## src/rtl/spi_pkg.sv

```systemverilog
// Shared SPI definitions for the mode-1 receive path.
// Holds the mode-1 clock polarity/phase constants, the receiver state
// encoding, the minimum oversampling ratio and a saturating counter helper.
package spi_pkg;

  localparam logic SPI_MODE1_CPOL = 1'b0;
  localparam logic SPI_MODE1_CPHA = 1'b1;

  // The system clock must run at least this many times faster than SCLK
  // for the 3-cycle synchronizer path to see every SCLK level.
  localparam int MIN_OVERSAMPLE = 8;

  typedef enum logic {
    IDLE   = 1'b0,
    ACTIVE = 1'b1
  } spi_state_e;

  // 16-bit increment that sticks at all-ones instead of wrapping.
  function automatic logic [15:0] sat_inc16(input logic [15:0] value);
    if (value == 16'hFFFF) begin
      return value;
    end else begin
      return value + 16'd1;
    end
  endfunction

endpackage

```

## src/rtl/spi_in_sync.sv

```systemverilog
// Two-flop synchronizer followed by one history flop for an asynchronous
// single-bit input, with edge detection between the synchronized level and
// its one-cycle-old copy.
// Ports:
//   clk, rst_n : system clock, asynchronous active-low reset
//   din        : asynchronous input line
//   level      : synchronized level (second synchronizer stage)
//   prev       : synchronized level delayed by one cycle (history stage)
//   rise, fall : single-cycle edge indications derived from level/prev
module spi_in_sync
  import spi_pkg::*;
#(
  parameter logic RESET_VAL = 1'b0
) (
  input  logic clk,
  input  logic rst_n,
  input  logic din,
  output logic level,
  output logic prev,
  output logic rise,
  output logic fall
);

  logic meta_r;
  logic sync_r;
  logic hist_r;

  // Synchronizer chain plus history stage, reset to the line's idle level.
  always_ff @(posedge clk or negedge rst_n) begin
    if (!rst_n) begin
      meta_r <= RESET_VAL;
      sync_r <= RESET_VAL;
      hist_r <= RESET_VAL;
    end else begin
      meta_r <= din;
      sync_r <= meta_r;
      hist_r <= sync_r;
    end
  end

  assign level = sync_r;
  assign prev  = hist_r;
  assign rise  = sync_r & ~hist_r;
  assign fall  = ~sync_r & hist_r;

endmodule

```

## src/rtl/spi_slave_rx_mode1.sv

```systemverilog
// SPI mode-1 (CPOL=0, CPHA=1) slave receiver. The SPI lines are
// oversampled on In_clk; MOSI is captured on each synchronized SCLK falling
// edge while CS_n is low, and each completed word is presented with a
// one-cycle valid pulse. Frames that end mid-word raise a one-cycle error.
// Ports:
//   In_clk, In_rst_n   : system clock, asynchronous active-low reset
//   In_spi_cs_n        : chip select (active low, asynchronous)
//   In_spi_sclk        : SPI clock (idle low, asynchronous)
//   In_spi_mosi        : serial data from master (asynchronous)
//   Out_rx_data        : last completed word, held until the next one
//   Out_rx_valid       : one-cycle pulse when Out_rx_data updates
//   Out_frame_err      : one-cycle pulse when CS_n rises on a partial word
//   Out_busy           : high while synchronized CS_n is low
//   Out_word_cnt       : words completed in the current frame (saturating)
module spi_slave_rx_mode1
  import spi_pkg::*;
#(
  parameter int REF_CLK    = 50_000_000,
  parameter int SPI_SCLK   = 50_000,
  parameter int DATA_WIDTH = 8,
  parameter bit MSB_FIRST  = 1'b1
) (
  input  logic                  In_clk,
  input  logic                  In_rst_n,
  input  logic                  In_spi_cs_n,
  input  logic                  In_spi_sclk,
  input  logic                  In_spi_mosi,
  output logic [DATA_WIDTH-1:0] Out_rx_data,
  output logic                  Out_rx_valid,
  output logic                  Out_frame_err,
  output logic                  Out_busy,
  output logic [15:0]           Out_word_cnt
);

  localparam int CNT_W = $clog2(DATA_WIDTH);
  localparam logic [CNT_W-1:0] LAST_BIT = CNT_W'(DATA_WIDTH - 1);

  logic cs_level_s, cs_prev_s, cs_rise_s, cs_fall_s;
  logic sclk_level_s, sclk_prev_s, sclk_rise_s, sclk_fall_s;
  logic mosi_level_s, mosi_prev_s, mosi_rise_s, mosi_fall_s;

  spi_in_sync #(.RESET_VAL(1'b1)) u_sync_cs (
    .clk(In_clk), .rst_n(In_rst_n), .din(In_spi_cs_n),
    .level(cs_level_s), .prev(cs_prev_s), .rise(cs_rise_s), .fall(cs_fall_s)
  );

  spi_in_sync #(.RESET_VAL(SPI_MODE1_CPOL)) u_sync_sclk (
    .clk(In_clk), .rst_n(In_rst_n), .din(In_spi_sclk),
    .level(sclk_level_s), .prev(sclk_prev_s), .rise(sclk_rise_s), .fall(sclk_fall_s)
  );

  spi_in_sync #(.RESET_VAL(1'b0)) u_sync_mosi (
    .clk(In_clk), .rst_n(In_rst_n), .din(In_spi_mosi),
    .level(mosi_level_s), .prev(mosi_prev_s), .rise(mosi_rise_s), .fall(mosi_fall_s)
  );

  // Edge outputs not needed by the mode-1 receiver, and the clock-ratio
  // configuration that only documents the oversampling requirement.
  logic sync_unused_s;
  logic cfg_unused_s;
  assign sync_unused_s = ^{cs_prev_s, cs_fall_s, sclk_level_s, sclk_prev_s, sclk_rise_s,
                           mosi_prev_s, mosi_rise_s, mosi_fall_s};
  assign cfg_unused_s  = ((REF_CLK / SPI_SCLK) >= MIN_OVERSAMPLE) && (SPI_MODE1_CPHA == 1'b1);

  spi_state_e            state_r, state_next_s;
  logic [CNT_W-1:0]      bit_cnt_r;
  logic [DATA_WIDTH-1:0] shift_r, shift_next_s;
  logic [DATA_WIDTH-1:0] rx_data_r;
  logic                  rx_valid_r, frame_err_r, busy_r;
  logic [15:0]           word_cnt_r;
  logic                  enter_active_s, shift_en_s, word_done_s, frame_err_s;

  // Shift register value after accepting the current synchronized MOSI bit.
  always_comb begin
    shift_next_s = shift_r;
    if (MSB_FIRST) begin
      shift_next_s = {shift_r[DATA_WIDTH-2:0], mosi_level_s};
    end else begin
      shift_next_s = {mosi_level_s, shift_r[DATA_WIDTH-1:1]};
    end
  end

  // State register.
  always_ff @(posedge In_clk or negedge In_rst_n) begin
    if (!In_rst_n) begin
      state_r <= IDLE;
    end else begin
      state_r <= state_next_s;
    end
  end

  // Next-state and datapath control decode.
  always_comb begin
    state_next_s   = state_r;
    enter_active_s = 1'b0;
    shift_en_s     = 1'b0;
    word_done_s    = 1'b0;
    frame_err_s    = 1'b0;
    case (state_r)
      IDLE: begin
        if (!cs_level_s) begin
          state_next_s   = ACTIVE;
          enter_active_s = 1'b1;
        end else begin
          state_next_s = IDLE;
        end
      end
      ACTIVE: begin
        if (sclk_fall_s) begin
          shift_en_s  = 1'b1;
          word_done_s = (bit_cnt_r == LAST_BIT);
        end else begin
          shift_en_s  = 1'b0;
          word_done_s = 1'b0;
        end
        // A final edge coinciding with CS rise still completes the word.
        if (cs_rise_s) begin
          state_next_s = IDLE;
          frame_err_s  = (bit_cnt_r != {CNT_W{1'b0}}) && !word_done_s;
        end else begin
          state_next_s = ACTIVE;
        end
      end
      default: begin
        state_next_s = IDLE;
      end
    endcase
  end

  // Bit counter, shift register and registered outputs.
  always_ff @(posedge In_clk or negedge In_rst_n) begin
    if (!In_rst_n) begin
      bit_cnt_r   <= {CNT_W{1'b0}};
      shift_r     <= {DATA_WIDTH{1'b0}};
      rx_data_r   <= {DATA_WIDTH{1'b0}};
      rx_valid_r  <= 1'b0;
      frame_err_r <= 1'b0;
      busy_r      <= 1'b0;
      word_cnt_r  <= 16'd0;
    end else begin
      rx_valid_r  <= word_done_s;
      frame_err_r <= frame_err_s;
      busy_r      <= ~cs_level_s;
      if (enter_active_s) begin
        bit_cnt_r  <= {CNT_W{1'b0}};
        shift_r    <= {DATA_WIDTH{1'b0}};
        word_cnt_r <= 16'd0;
      end else if (shift_en_s) begin
        shift_r <= shift_next_s;
        if (word_done_s) begin
          bit_cnt_r  <= {CNT_W{1'b0}};
          rx_data_r  <= shift_next_s;
          word_cnt_r <= sat_inc16(word_cnt_r);
        end else begin
          bit_cnt_r <= bit_cnt_r + {{(CNT_W-1){1'b0}}, 1'b1};
        end
      end
    end
  end

  assign Out_rx_data   = rx_data_r;
  assign Out_rx_valid  = rx_valid_r;
  assign Out_frame_err = frame_err_r;
  assign Out_busy      = busy_r;
  assign Out_word_cnt  = word_cnt_r;

endmodule

```

## config.mk

```make
export PLATFORM = sky130hd
export DESIGN_NAME = spi_slave_rx_mode1
export DESIGN_NICKNAME = d
export VERILOG_FILES = /design/src/rtl/spi_pkg.sv /design/src/rtl/spi_in_sync.sv /design/src/rtl/spi_slave_rx_mode1.sv
export SDC_FILE = /design/constraint.sdc
export NUM_CORES = 1
export LEC_CHECK = 0
export CAP_MARGIN = 10
export CORE_MARGIN = 3
export CORE_UTILIZATION = 43
export CTS_BUF_LIST = sky130_fd_sc_hd__clkbuf_8
export CTS_CLUSTER_SIZE = 28
export DETAILED_ROUTE_END_ITERATION = 7
export GPL_TIMING_DRIVEN = 0
export PLACE_DENSITY = 0.72
export SETUP_SLACK_MARGIN = 0.5
export SLEW_MARGIN = 20
export SYNTH_ARGS = -nofsm -noshare
export SYNTH_HDL_FRONTEND = slang
export SYNTH_SLANG_ARGS = --single-unit
```

## constraint.sdc

```tcl
create_clock -name In_clk -period 1.8 [get_ports In_clk]
set_input_delay 0.54 -clock In_clk [delete_from_list [all_inputs] [get_ports In_clk]]
set_output_delay 0.54 -clock In_clk [all_outputs]
set_load 0.05 [all_outputs]
```

After elaboration in Yosys (flattened, before gate mapping)

Cells that the tools add are included.

$add $sub $neg: 2
Eq/ne operators: 3
Muxes and demuxes: 20
Bitwise gates (word level): 7
Reduce and logical (&&, ||, !) cells: 7

Operator list:

| operator                | count |
|---|---|
| $mux W16                | 4 |
| $add A16 B1 Y16 const B | 1 |
| $eq A16 B16 Y1 const B  | 1 |
| $mux W7                 | 2 |
| $mux W1                 | 10 |
| $mux W3                 | 3 |
| $reduce_and A3 Y1       | 2 |
| $not A1 Y1              | 5 |
| $reduce_bool A2 Y1      | 2 |
| $add A3 B1 Y3 const B   | 1 |
| $eq A3 B3 Y1 const B    | 1 |
| $reduce_bool A3 Y1      | 1 |
| $and A1 B1 Y1           | 2 |
| $ne A2 B2 Y1 const B    | 1 |
| $pmux W1 S2             | 1 |
| $logic_and A1 B1 Y1     | 1 |
| $logic_not A1 Y1        | 1 |

Register bits after elaboration: 46
Input bits: 5
Output and inout port bits: 27
Logic and storage cells: 55

Depth between registers and ports, before layout

Gate-level depths: netlist of run 1.

Depth in word-level cells: 8
Gate-level depth with buffers: 8
Mapped depth without buffers: 7

Modules after synthesis

From an unflattened synthesis of run 1, not the netlist that was laid out.

Cell total of the unflattened synthesis: 187
Area total of the unflattened synthesis: 2,115.8 um^2

By module, submodules not included:

| module                         | times used | cells an instance | area an instance (um^2) | seq. area each (um^2) |
|---|---|---|---|---|
| spi_slave_rx_mode1             | 1          | 172               | 1,841.8                 | 950.9 |
| spi_in_sync at u_sync_mosi ... | 2          | 5                 | 90.1                    | 75.1 |
| spi_in_sync at u_sync_cs       | 1          | 5                 | 93.8                    | 78.8 |

Worst setup path before layout of run 1

Ideal clock, no wire load.

Kind: flip-flop to flip-flop
From: register word_cnt_r[4] (netlist: Out_word_cnt[4])
To: register word_cnt_r[11] (netlist: Out_word_cnt[11])
Library setup time: 0.078 ns
Arrival: 1.990 ns
Required time: 1.722 ns
Path slack: -0.268 ns
Stages on the path, launching flop included: 6
Buffers on the path: 1
Period minus slack after synthesis: 2.068 ns
Cell sequence: dfrtp_1 -> nand4_1 -> or3_1 -> buf_2 -> or4_1 -> a21oi_1

Longest elaborated chain between the ends: 5
Elaborated cells on any way between the ends: 8
Classes of those cells: 1 x add/sub; 2 x eq/ne; 4 x mux; 1 x reduce/logical

Ends and longest elaborated chain:

| element                | RTL line                  | source |
|---|---|---|
| from (decl)            | spi_slave_rx_mode1.sv:70  | `logic [15:0] word_cnt_r;` |
| from (signal assigned) | spi_slave_rx_mode1.sv:153 | `word_cnt_r <= sat_inc16(word_cnt_r);` |
| $add A16 B1 Y16        | spi_pkg.sv:23             | `return value + 16'd1;` |
| $mux W16               | spi_pkg.sv:20             | `if (value == 16'hFFFF) begin` |
| $mux W16               | spi_slave_rx_mode1.sv:150 | `if (word_done_s) begin` |
| $mux W16               | spi_slave_rx_mode1.sv:148 | `end else if (shift_en_s) begin` |
| $mux W16               | spi_slave_rx_mode1.sv:144 | `if (enter_active_s) begin` |

Several ways; a longest one is shown, not always the timed one. The select of a mux whose other input is x is not followed.
A chain may end at the register's enable or synchronous reset.

Worst setup path in the final report of run 1

From: register bit_cnt_r[0]
To: register word_cnt_r[13] (netlist: Out_word_cnt[13])

Longest elaborated chain between the ends: 6

Ends and longest elaborated chain:

| element                      | RTL line                  | source |
|---|---|---|
| from (decl)                  | spi_slave_rx_mode1.sv:66  | `logic [CNT_W-1:0] bit_cnt_r;` |
| from (signal assigned)       | spi_slave_rx_mode1.sv:133 | `bit_cnt_r <= {CNT_W{1'b0}};` |
| from (signal assigned)       | spi_slave_rx_mode1.sv:145 | `bit_cnt_r <= {CNT_W{1'b0}};` |
| from (signal assigned)       | spi_slave_rx_mode1.sv:151 | `bit_cnt_r <= {CNT_W{1'b0}};` |
| $eq A3 B3 Y1                 | spi_slave_rx_mode1.sv:111 | `word_done_s = (bit_cnt_r == LAST_BIT);` |
| $mux W1                      | spi_slave_rx_mode1.sv:109 | `if (sclk_fall_s) begin` |
| $mux W1 (2 in series)        | spi_slave_rx_mode1.sv:99  | `case (state_r)` |
| $reduce_bool A2 Y1 (no line) | -                         |  |
| $reduce_and A3 Y1 (no line)  | -                         |  |

Every way passes these cells. The select of a mux whose other input is x is not followed.

==> results of run 1 <==
-- metal layers --
metal | up-vias | part of all wire, % | global-route usage (%)
met5 | - | 0 | 0
met4 | 0 | 2.6 | 7.24
met3 | 18 | 4.4 | 4.73
met2 | 44 | 52 | 28.0
met1 | 938 | 41 | 22.9
li1 | 848 | - | -
-- worst max-delay path: stages (launching register included) --
cell	delay, ns
sky130_fd_sc_hd__dfrtp_1	0.38
sky130_fd_sc_hd__ha_2	0.20
sky130_fd_sc_hd__ha_4	0.13
sky130_fd_sc_hd__nand4b_1	0.15
sky130_fd_sc_hd__or3_1	0.41
sky130_fd_sc_hd__buf_6	0.15
sky130_fd_sc_hd__or4_4	0.42
sky130_fd_sc_hd__a21oi_2	0.14
-- synthesized netlist by cell type, types with 4 or more instances --
cell type	count	area, um2
sky130_fd_sc_hd__nand2_1	51	191
sky130_fd_sc_hd__dfrtp_1	43	1080
sky130_fd_sc_hd__nand3_1	14	70.1
sky130_fd_sc_hd__a21oi_1	8	40.0
sky130_fd_sc_hd__o31ai_1	6	45.0
sky130_fd_sc_hd__clkbuf_1	5	18.8
sky130_fd_sc_hd__inv_1	5	18.8
sky130_fd_sc_hd__mux2i_1	5	50.1
sky130_fd_sc_hd__nand4_1	5	31.3
sky130_fd_sc_hd__o21ai_0	5	25.0
sky130_fd_sc_hd__or4_1	5	37.5
sky130_fd_sc_hd__ha_1	4	50.1
sky130_fd_sc_hd__or3_1	4	25.0
-- kinds of logic (layout without fill, tap and decap cells) --
logic type	count (synthesis)	in the layout	synth area share [%]
xor+xnor	1	1	0.440
simple gates	103	103	26.1
compound gates	25	25	7.91
fa+ha+maj	4	4	2.51
buf+inv	13	87	2.58
mux	5	5	2.51
flops	46	46	58.0
-- worst max-delay path by stage --
| stage | startpoint | to | slack [ns] | depth (start not counted) |
|---|---|---|---|---|
| 2_1_floorplan | bit_cnt_r[0] | Out_word_cnt[13] | -0.07 | 7 |
| 3_3_place_gp | In_rst_n | Out_word_cnt[6] | -1.26 | 1 |
| 3_5_place_dp | bit_cnt_r[0] | Out_word_cnt[13] | -0.23 | 7 |
| 4_1_cts | bit_cnt_r[0] | Out_word_cnt[13] | -0.20 | 7 |
| 5_1_grt | bit_cnt_r[0] | Out_word_cnt[13] | -0.30 | 7 |
| 6_report | bit_cnt_r[0] | Out_word_cnt[13] | -0.25 | 7 |
-- cell type report --
| cell class | instances | area, um2 |
|---|---|---|
| Clock buffer | 6 | 82.6 |
| Timing Repair Buffer | 66 | 707 |
| Inverter | 5 | 23.8 |
| Clock inverter | 2 | 33.8 |
| Multi-Input combinational cell | 138 | 1050 |
| Buffer | 8 | 115 |
| Fill cell | 273 | 1160 |
| Sequential cell | 46 | 1170 |
| Tap cell | 52 | 65.1 |
-- power by group through the flow --
stage	sequential, W	combinational (W)	clock [W]
5_1_grt	0.00111	0.000221	0.000856
6_report	0.00110	0.000199	0.000799
4_1_cts	0.00110	0.000175	0.000808
3_5_place_dp	0.00112	0.000145	0
2_1_floorplan	0.00113	0.0000698	0
3_3_place_gp	0.00112	0.000138	0
-- metrics by stage --
stage / cells / power [W] / utilization, % / setup TNS [ns]
finish: 323 / 0.00210 / 73.7 / -1.49
global route: 323 / 0.00219 / 73.7 / -2.18
CTS: 300 / 0.00208 / 63.3 / -0.747
detailed placement: 281 / 0.00126 / 56.9 / -1.12
global placement: 280 / 0.00126 / 56.6 / -52.12
floorplan: 197 / 0.00120 / - / -0.212
-- state kept, by name (all words and copies together) (netlist names), 3 cells and up --
name	cells
Out_word_cnt	16
Out_rx_data	8
shift_r	7
bit_cnt_r	3
-- repair_timing --
action | CTS | global route
pin swaps | 5 | 28
cloned | 0 | 3
endpoints found under the setup margin | 62 | 62
gates resized for setup | 195 | 59
buffers inserted | 11 | 20
==> impl_summary.md, run 1 <==
Pwr
Of the total power, registers draw 52.5%. The net load switching power is 0.000490 W. The combinational cell fraction of total power is 9.5%. Power spread over the standard cell area amounts to 646 nW/um2.

The clock network accounts for 38.0% of the total power. The switching share of power is 23.3%. The worst IR drop on VDD is 0.429 mV. The static leakage power is 1.51 nW. The cell-internal power is 0.00161 W.

Floorplan
The floorplan step defined a die boundary enclosing 5480 um2. The width of the die is 74.1 um. The row count is 24. The initial core utilization is 45.1%. The chip height is 74.1 um. The area of the core is 4410 um2. The I/O pin count is 32.

Synth
After synthesis, the share of flip-flops with an asynchronous set or reset is 100%. The synthesized area divided by synthesized cell count is 10.1 um2. The combined area of all synthesized cells is 1990 um2. The yosys synthesis warning count is 0.

In the synthesized netlist the dominant register cell turns out to be sky130_fd_sc_hd__dfrtp_1. The count of state elements after synthesis is 46. Of the synthesized area, sequential elements account for 58.0%. Yosys mapped the design onto 36 distinct sky130hd cell types.

Synthesis produced 197 cells. Synthesis produced a netlist with a net count of 206. The number of enable flip-flop cells after synthesis is 0.

STA
Across all setup checks in the final design, the least slack found is -0.252 ns. The maximum clock skew at final layout is 0.0137 ns. Setup violations remaining at the end of the flow were counted as 12.

For the pin with the worst max-slew slack, the measured transition is 0.626 ns. Setup repair after global routing could not meet its margin everywhere. The max-slew violation total from the final report is 0. The final critical path time including I/O delays and setup is 2.05 ns. Hold is met by 0.191 ns. The share of the clock period used by the worst path is 114%. The top achievable clock speed is 0.487 GHz. The final number of hold-violating endpoints was 0.

The normalized max-slew margin is 58.2%.

Run status
The run finished, with violations left. The checks that failed: negative setup slack.

Global route
The largest net degree at the start of global routing is 27. For this run the aggregate overflow at the end of global routing stands at 0. The via count of the first global-routing pass was 1502.

The number of antenna violations at the first check in global routing came to 0. The overall routing resource usage is 17.6%. The first-pass GRT wire length is 7.25 mm.

Route
The post-detailed-route wirelength per cell is 17.5 um. The detailed-route wire length is 5.66 mm. Before antenna repair, the detailed router went through 4 iterations. The detail route stage leaves a number of antenna-violating nets equal to 0. The routed layout has 1848 vias. The DRC violation count after routing is 0. The number of DRC violations after detailed-routing iteration 0 is 89. In the routed layout, each cell is associated on average with a via count of 5.72.

Critical path
The critical path capture point type is a register. For flop-to-flop paths, the worst setup slack is -0.25 ns. The worst flop-to-flop path startpoint is bit_cnt_r[0]. The capture instance of the worst register-to-register path is Out_word_cnt[13].

The worst setup path is launched from a register. The worst register-to-register path has a depth of 7. The worst setup path is of the register to register kind. The data arrival at the endpoint of the critical path is 2.28 ns. For the worst setup path, the data required time is 2.03 ns. The worst-path maximum fanout is 7.

CTS
The number of H-tree branching levels is 2. The clock latency on the worst-skew pair is 0.31 ns. CTS placed an instance of sky130_fd_sc_hd__clkbuf_8 at the clock tree root. After clock tree synthesis, the clock-pin slew on the worst setup and hold paths is 0.08 ns. The TritonCTS buffer count is 5.

In this run the deepest clock path goes through 2 buffers. TritonCTS built the clock tree. The count of hold-fix buffers inserted at cts is 0.

The number of sinks driven by the clock tree is 46.

Final layout
Leaving out fill and tap cells, the most frequent cell in the layout is sky130_fd_sc_hd__nand2_1. The top cell types in the final layout, fill and taps aside, are sky130_fd_sc_hd__nand2_1, sky130_fd_sc_hd__buf_6, sky130_fd_sc_hd__dfrtp_1. The diode insertion count for antenna repair is 0.

The fraction of layout instances using a drive strength above 1 is 52.0%. After the last flow step, the layout net total stands at 279. The area growth from synthesis to layout is 63.3%. The design area is 3250 um2.

Flow run
The number of max-capacitance violations reported is 0.

Place
The placed instances occupy a cell area of 2510 um2. The worst slack at placement is -0.225 ns. Input and output buffers added on the ports amount to 31. Once detailed placement completed, the half-perimeter wirelength came to 2.91 mm. The congestion estimate from routability-driven global placement came to 0.755.

Min path
The tightest min-delay check is of the primary input to async pin type.
(Power assumes the default switching activity.)
==> inputs of run 2 (changes only) <==
- PLACE_DENSITY: 0.72 -> 0.69
- clock period: 1.8 -> 2.45 ns (I/O delays scaled with it)
==> run 2 against run 1 <==
Clock-buffer cell count down 1. Maximum frequency grew 6.4%. Critical endpoint unchanged. Critical path depth is the same. Global-route usage fell by 1.4 points. Sequential power fell by 27%. Combinational power is 43% lower. Highest routed layer unchanged. The flow now finishes without violations. Clock skew fell by 0.0067 ns. Sequential cell count is the same.
==> impl_summary.md, run 2 (synthesis results as in run 1) <==
Route
The detailed-route wire length is 4.04 mm. In this run, the number of DRC markers left after iteration 0 of detailed routing was 81. After detailed routing, the number of remaining DRC violations is 0. The post-detailed-route wirelength per cell is 13.7 um.

The post-detailed-route via-to-cell ratio is 5.44. The first TritonRoute pass finished after 6 iterations. The number of nets with antenna violations after routing is 0. The total number of vias is 1600.

Floorplan
From left edge to right edge, the die measures 74.1 um. The I/O pin count is 32. The area of the core is 4410 um2.

After floorplanning, the core was divided into 24 placement rows. The full die area is 5480 um2. The initial utilization of the core area, before any placement, comes to 45.1%. The chip height is 74.1 um.

Global route
The via count of the first global-routing pass came to 1477. The largest net degree at the start of global routing is 33. The met3 usage is 4.86%. The met2 global-route usage is 26.3%. The overall routing resource usage is 16.3%. Summed over all layers, the global routing overflow is 0.

The global routing stage identified its most utilized layer as met2. The global routing usage on met1 is 21.5%. The number of antenna violations at the first check in global routing is 0.

The first global-routing pass estimated 6.83 mm of wire.

Place
Once placement completed, the tool counted placed cells totaling 281. Routability-driven placement finished with a final weighted congestion of 0.736. Before CTS, the worst setup slack after placement is 0.373 ns. Summed over all nets, the half-perimeter wirelength after detailed placement is 2.75 mm. The number of input and output port buffers inserted is 31.

Pwr
For this design the ratio of total power to cell area is 568 nW/um2. IR analysis of the VDD net gives a maximum drop of 0.446 mV. The analysis attributes to cell leakage a power of 1.18 nW. The total power consumption of the routed design is 0.00147 W.

Min path
The path class of the lowest-slack min-delay path is primary input to async pin.

Final layout
The net total in the final layout is 250. The number of antenna diodes in the final layout is 0. Leaving out filler cells and counting taps, the final layout contains 294. The number of flip-flops under the largest register name is 16. Leaving out fill and tap cells, the most frequent cells in the layout are sky130_fd_sc_hd__nand2_1, sky130_fd_sc_hd__dfrtp_1, sky130_fd_sc_hd__nand3_1. The core utilization of the finished layout is 58.7%. From synthesis to final layout, the design area changed by 30.1%. The most common cell after layout, fill and taps aside is sky130_fd_sc_hd__nand2_1. The fraction of layout instances using a drive strength above 1 is 25.2%.

STA
The top achievable clock speed is 0.519 GHz. The final number of hold-violating endpoints is 0. In this run the tightest slew margin relative to its limit is 42.1%. At the pin with the least slew margin, the transition time is 0.865 ns. The final critical path time including I/O delays and setup is 1.93 ns. Setup repair after global routing could not meet its margin everywhere. The final setup slack of the worst path is 0.522 ns. After routing, the total negative slack on setup checks comes to 0 ns. On the final layout, the worst clock skew is 0.00697 ns. The setup-violating endpoint count in the final report is 0.

The max-slew violation total from the final report is 0. The share of the clock period used by the worst path is 78.7%.

Run status
The flow ran to the end, and the final reports show no timing, DRC or antenna violations.

CTS
The longest clock path from root to sink contains 2 buffers. In this run the clock root is driven by a sky130_fd_sc_hd__clkbuf_8. TritonCTS built the clock tree. Clock-pin slew was measured on the worst setup and hold paths at 0.09 ns. The TritonCTS buffer count is 5.

Clock latency on the worst-skew pair, taken at its later pin, is 0.30 ns. The number of sinks driven by the clock tree is 46. In this run the number of H-tree levels came out at 2.

Critical path
The source of the critical timing path is bit_cnt_r[0]. The data arrival at the endpoint of the critical path is 2.16 ns. The setup check on the worst reg-to-reg path leaves a slack of 0.52 ns.

In this run the worst path has a maximum fanout of 8. The setup path with the least slack is of type register to register. The startpoint type of the worst setup path is a register. The endpoint identified for the worst register-to-register timing path is Out_word_cnt[13]. The worst path required time is 2.68 ns. The worst flop-to-flop path startpoint is bit_cnt_r[0]. The critical path capture point type is a register.

The number of cells on the worst reg-to-reg path is 7.

Flow run
The number of max-capacitance violations reported is 0.
[run 2: changes by cell type in the layout (fill, tap and decap cells not counted), sizes merged]
cell           before  now
buf                66   11
clkdlybuf4s18       0    2
clkinv              0    2
inv                 6    5
clkdlybuf4s15       0   16
clkbuf             11   14
dlygate4sd2         0    4
[run 2: where the power goes]
part           internal [W]  switching (W)  total (W)
logic             0.0000458      0.0000669   0.000113
clock network      0.000300       0.000254   0.000554
registers          0.000788      0.0000171   0.000805
[run 2: worst max path at each step]
stage / to / slack (ns) / cells past startpoint
after detailed placement: Out_word_cnt[11] / 0.37 / 7
after CTS: Out_word_cnt[7] / 0.38 / 1
final: Out_word_cnt[13] / 0.52 / 7
after global placement: Out_word_cnt[3] / -0.79 / 1
after global routing: Out_word_cnt[13] / 0.44 / 7
after floorplan: Out_word_cnt[11] / 0.51 / 7
[run 2: critical path: stages (launching register included)]
cell and delay [ns]:
sky130_fd_sc_hd__dfrtp_1 0.37, sky130_fd_sc_hd__ha_2 0.19, sky130_fd_sc_hd__ha_4 0.12, sky130_fd_sc_hd__nand4b_1 0.11
sky130_fd_sc_hd__or3_1 0.37, sky130_fd_sc_hd__buf_6 0.15, sky130_fd_sc_hd__or4_4 0.41, sky130_fd_sc_hd__a21oi_2 0.13
[run 2: final cells by class]
cell class	count	area, um2
clock buffers	5	68.8
plain buffers	8	41.3
flip-flops and latches	46	1160
repair buffers	37	347
clock inverters	3	40.0
multi-input cells	138	847
fillers	374	1820
inverters	5	18.8
well taps	52	65.1
[run 2: repair_timing]
action,in CTS,in global routing
cloned,0,0
buffers inserted,4,1
hold buffers,0,0
resized for setup,63,23
setup endpoints to repair,42,26
pin swaps,8,4
[run 2: per-stage QoR]
| stage | hold WS (ns) | instance area (um2) |
|---|---|---|
| after floorplan | 0.331 | 2020 |
| after global placement | 0.334 | 2400 |
| after detailed placement | 0.340 | 2410 |
| after CTS | 0.332 | 2580 |
| after global routing | 0.336 | 2590 |
| final | 0.325 | 2590 |
[run 2: metal layers]
| layer | wire length [um] | share of wire (%) |
|---|---|---|
| met5 | 0 | 0 |
| met4 | 34 | 0.84 |
| met3 | 224 | 5.6 |
| met2 | 1900 | 47 |
| met1 | 1870 | 46 |
==> inputs of run 3 (changes only) <==
- PLACE_DENSITY: 0.69 -> 0.72
- clock period: 2.45 -> 1.59 ns (I/O delays scaled with it)
==> run 3 against run 2 <==
The flow now finishes with violations (negative setup slack). Sequential power increased by 55%. Setup slack lost 0.85 ns. Critical path type unchanged. Core utilization rose by 12 points. Clock skew up 0.0037 ns. Clock power rose by 31%. Cell count up 7.8%. Worst hold slack got worse by 0.22 ns. Largest cell class unchanged. Clock-buffer cell count is 1 higher. Combinational power up 100%. Largest power group unchanged.
==> impl_summary.md, run 3 (synthesis results as in run 1) <==
Global route
Entering global routing, the biggest net connects 30 pins. The first-pass GRT wire length is 7.87 mm. The via count of the first global-routing pass was 1603.

For this run, the total global-route usage over all layers was measured as 18.6%. The total grt overflow is 0. The number of antenna violations at the first check in global routing is 0.

STA
Derived from the worst setup path, the maximum achievable clock frequency is 0.522 GHz. The setup-violating endpoint count in the final report is 16. Setup repair after global routing could not meet its margin everywhere.

Measured against its own limit, the worst slew margin works out to 71.4%. Subtracting the final worst setup slack from the clock period gives 1.92 ns. The max-slew violation total from the final report was 0.

The final number of hold-violating endpoints is 0. After layout, the worst path uses 120% of the clock period. Across all setup checks in the final design, the least slack found is -0.326 ns. The transition time at the pin with the least slew margin is 0.429 ns. On the final layout, the worst clock skew is 0.0107 ns.

Place
The number of input and output port buffers inserted is 31. The global placement routability congestion is 0.806. Detailed placement finished with a half-perimeter wire length of 3.00 mm.

CTS
Clock latency on the worst-skew pair, taken at its later pin, is 0.29 ns. After clock tree synthesis, the clock-pin slew on the worst setup and hold paths is 0.09 ns. The H-tree was split into 2 levels. The TritonCTS buffer count is 5. The maximum buffer depth of the clock tree is 2. CTS placed an instance of sky130_fd_sc_hd__clkbuf_8 at the clock tree root. TritonCTS built the clock tree. The number of sinks driven by the clock tree is 46.

Pwr
The worst-case IR drop observed on VDD is 0.510 mV. After layout, the design draws a total of 0.00220 W. The static leakage power is 1.41 nW. Dividing total power by cell area gives a power density of 706 nW/um2.

Floorplan
The row count is 24. The area of the core is 4410 um2. Pin placement for this block handled 32 I/O pins. Once the floorplan was initialized, standard cells occupied 45.1% of the core. The width of the die is 74.1 um. The die covers 5480 um2. The chip height is 74.1 um.

Final layout
The core utilization of the finished layout is 70.5%. Cells with a size suffix above 1 make up 47.5% of the layout. The filler cells instantiated in the layout total 300. The library cells used most frequently in the layout, excluding fill and tap cells, are sky130_fd_sc_hd__nand2_1, sky130_fd_sc_hd__buf_6, sky130_fd_sc_hd__dfrtp_1. The area growth from synthesis to layout is 56.3%.

The repair_antennas step left the layout with diodes totalling 0. The net total in the final layout is 273. The number of flip-flops under the largest register name is 16. Leaving out fill and tap cells, the most frequent cell in the layout is sky130_fd_sc_hd__nand2_1.

Critical path
In this run the worst path has a maximum fanout of 7. STA classifies the critical path startpoint as a register. Data on the critical path is required at its endpoint by 1.82 ns. Tracing the worst setup path back leads to its startpoint at bit_cnt_r[0]. The type of the worst setup path is register to register. Data arrives at the worst endpoint at 2.14 ns. The worst setup path is captured at a register.

The worst flop-to-flop path startpoint is bit_cnt_r[0].

Flow run
Across the run, the number of max-cap violations was 0.

Route
The first detailed-routing pass ran for 4 iterations. The routed design uses 148 um of met3 wire. In the routed design, unresolved DRC markers number 0. The post-detailed-route wirelength per cell is 15.3 um. The number of nets with antenna violations after routing is 0. After detailed routing, the number of vias per cell comes to 5.49. The detailed router finished its first iteration with 86 violations. The total number of vias is 1740. The top routing layer in use is met4. Wire segments on met2 add up to 2.39 mm in the final route. The detailed-route wire length is 4.86 mm. The met1 wire length is 2.24 mm.

Min path
The path class of the tightest hold or removal check is primary input to async pin.

Run status
The final reports fail on negative setup slack. The run finished, with violations left.
run 3: final cells by class:
cell class                      instances  area [um2]  area share, %
Clock buffer                            6        82.6           2.65
Inverter                                5        18.8          0.603
Clock inverter                          2        8.76          0.281
Multi-Input combinational cell        138        1010           32.3
Buffer                                  8         100           3.21
Tap cell                               52        65.1           2.09
Timing Repair Buffer                   60         657           21.1
Sequential cell                        46        1170           37.7
run 3: what timing repair did:
item	4_1_cts	5_1_grt
buffers inserted	15	12
setup endpoints to repair	63	63
resized for setup	191	40
hold buffers	0	0
pin swaps	10	3
cloned	1	0
run 3: power by group:
group,internal (W),switching (W)
Clock,0.000345,0.000381
Sequential,0.00121,0.0000321
Combinational,0.000104,0.000123
run 3: per-stage QoR:
step,worst slack (ns),TNS (ns),instance area (um2),hold WS [ns],cells
floorplan,-0.277,-2.27,2180,0.181,197
global placement,-1.41,-63.16,2550,0.336,280
detailed placement,-0.413,-5.25,2570,0.345,281
CTS,-0.390,-2.56,2840,0.112,305
global route,-0.459,-4.57,3110,0.130,317
finish,-0.326,-2.24,3110,0.106,317
run 3: final timing paths:
path	cells after the start	to	slack [ns]
min	1	Out_word_cnt[2]	0.11
max	7	Out_word_cnt[11]	-0.33
max in group asynchronous	2	Out_word_cnt[14]	0.97
min reg2reg	0	u_sync_cs.level	0.36
min in group In_clk	0	u_sync_cs.level	0.36
max reg2reg	7	Out_word_cnt[11]	-0.33
run 3: critical path, stage by stage (launching register included):
cell                       delay, ns
sky130_fd_sc_hd__dfrtp_1        0.37
sky130_fd_sc_hd__ha_2           0.19
sky130_fd_sc_hd__ha_4           0.12
sky130_fd_sc_hd__nand4b_1       0.10
sky130_fd_sc_hd__or3_1          0.38
sky130_fd_sc_hd__buf_6          0.15
sky130_fd_sc_hd__or4_1          0.41
sky130_fd_sc_hd__a21oi_2        0.13
run 3: metal layers:
| metal | global-route usage (%) | vias up |
|---|---|---|
| li1 | - | 825 |
| met1 | 25.0 | 871 |
| met2 | 30.0 | 35 |
| met3 | 3.51 | 9 |
| met4 | 7.24 | 0 |
| met5 | 0 | - |
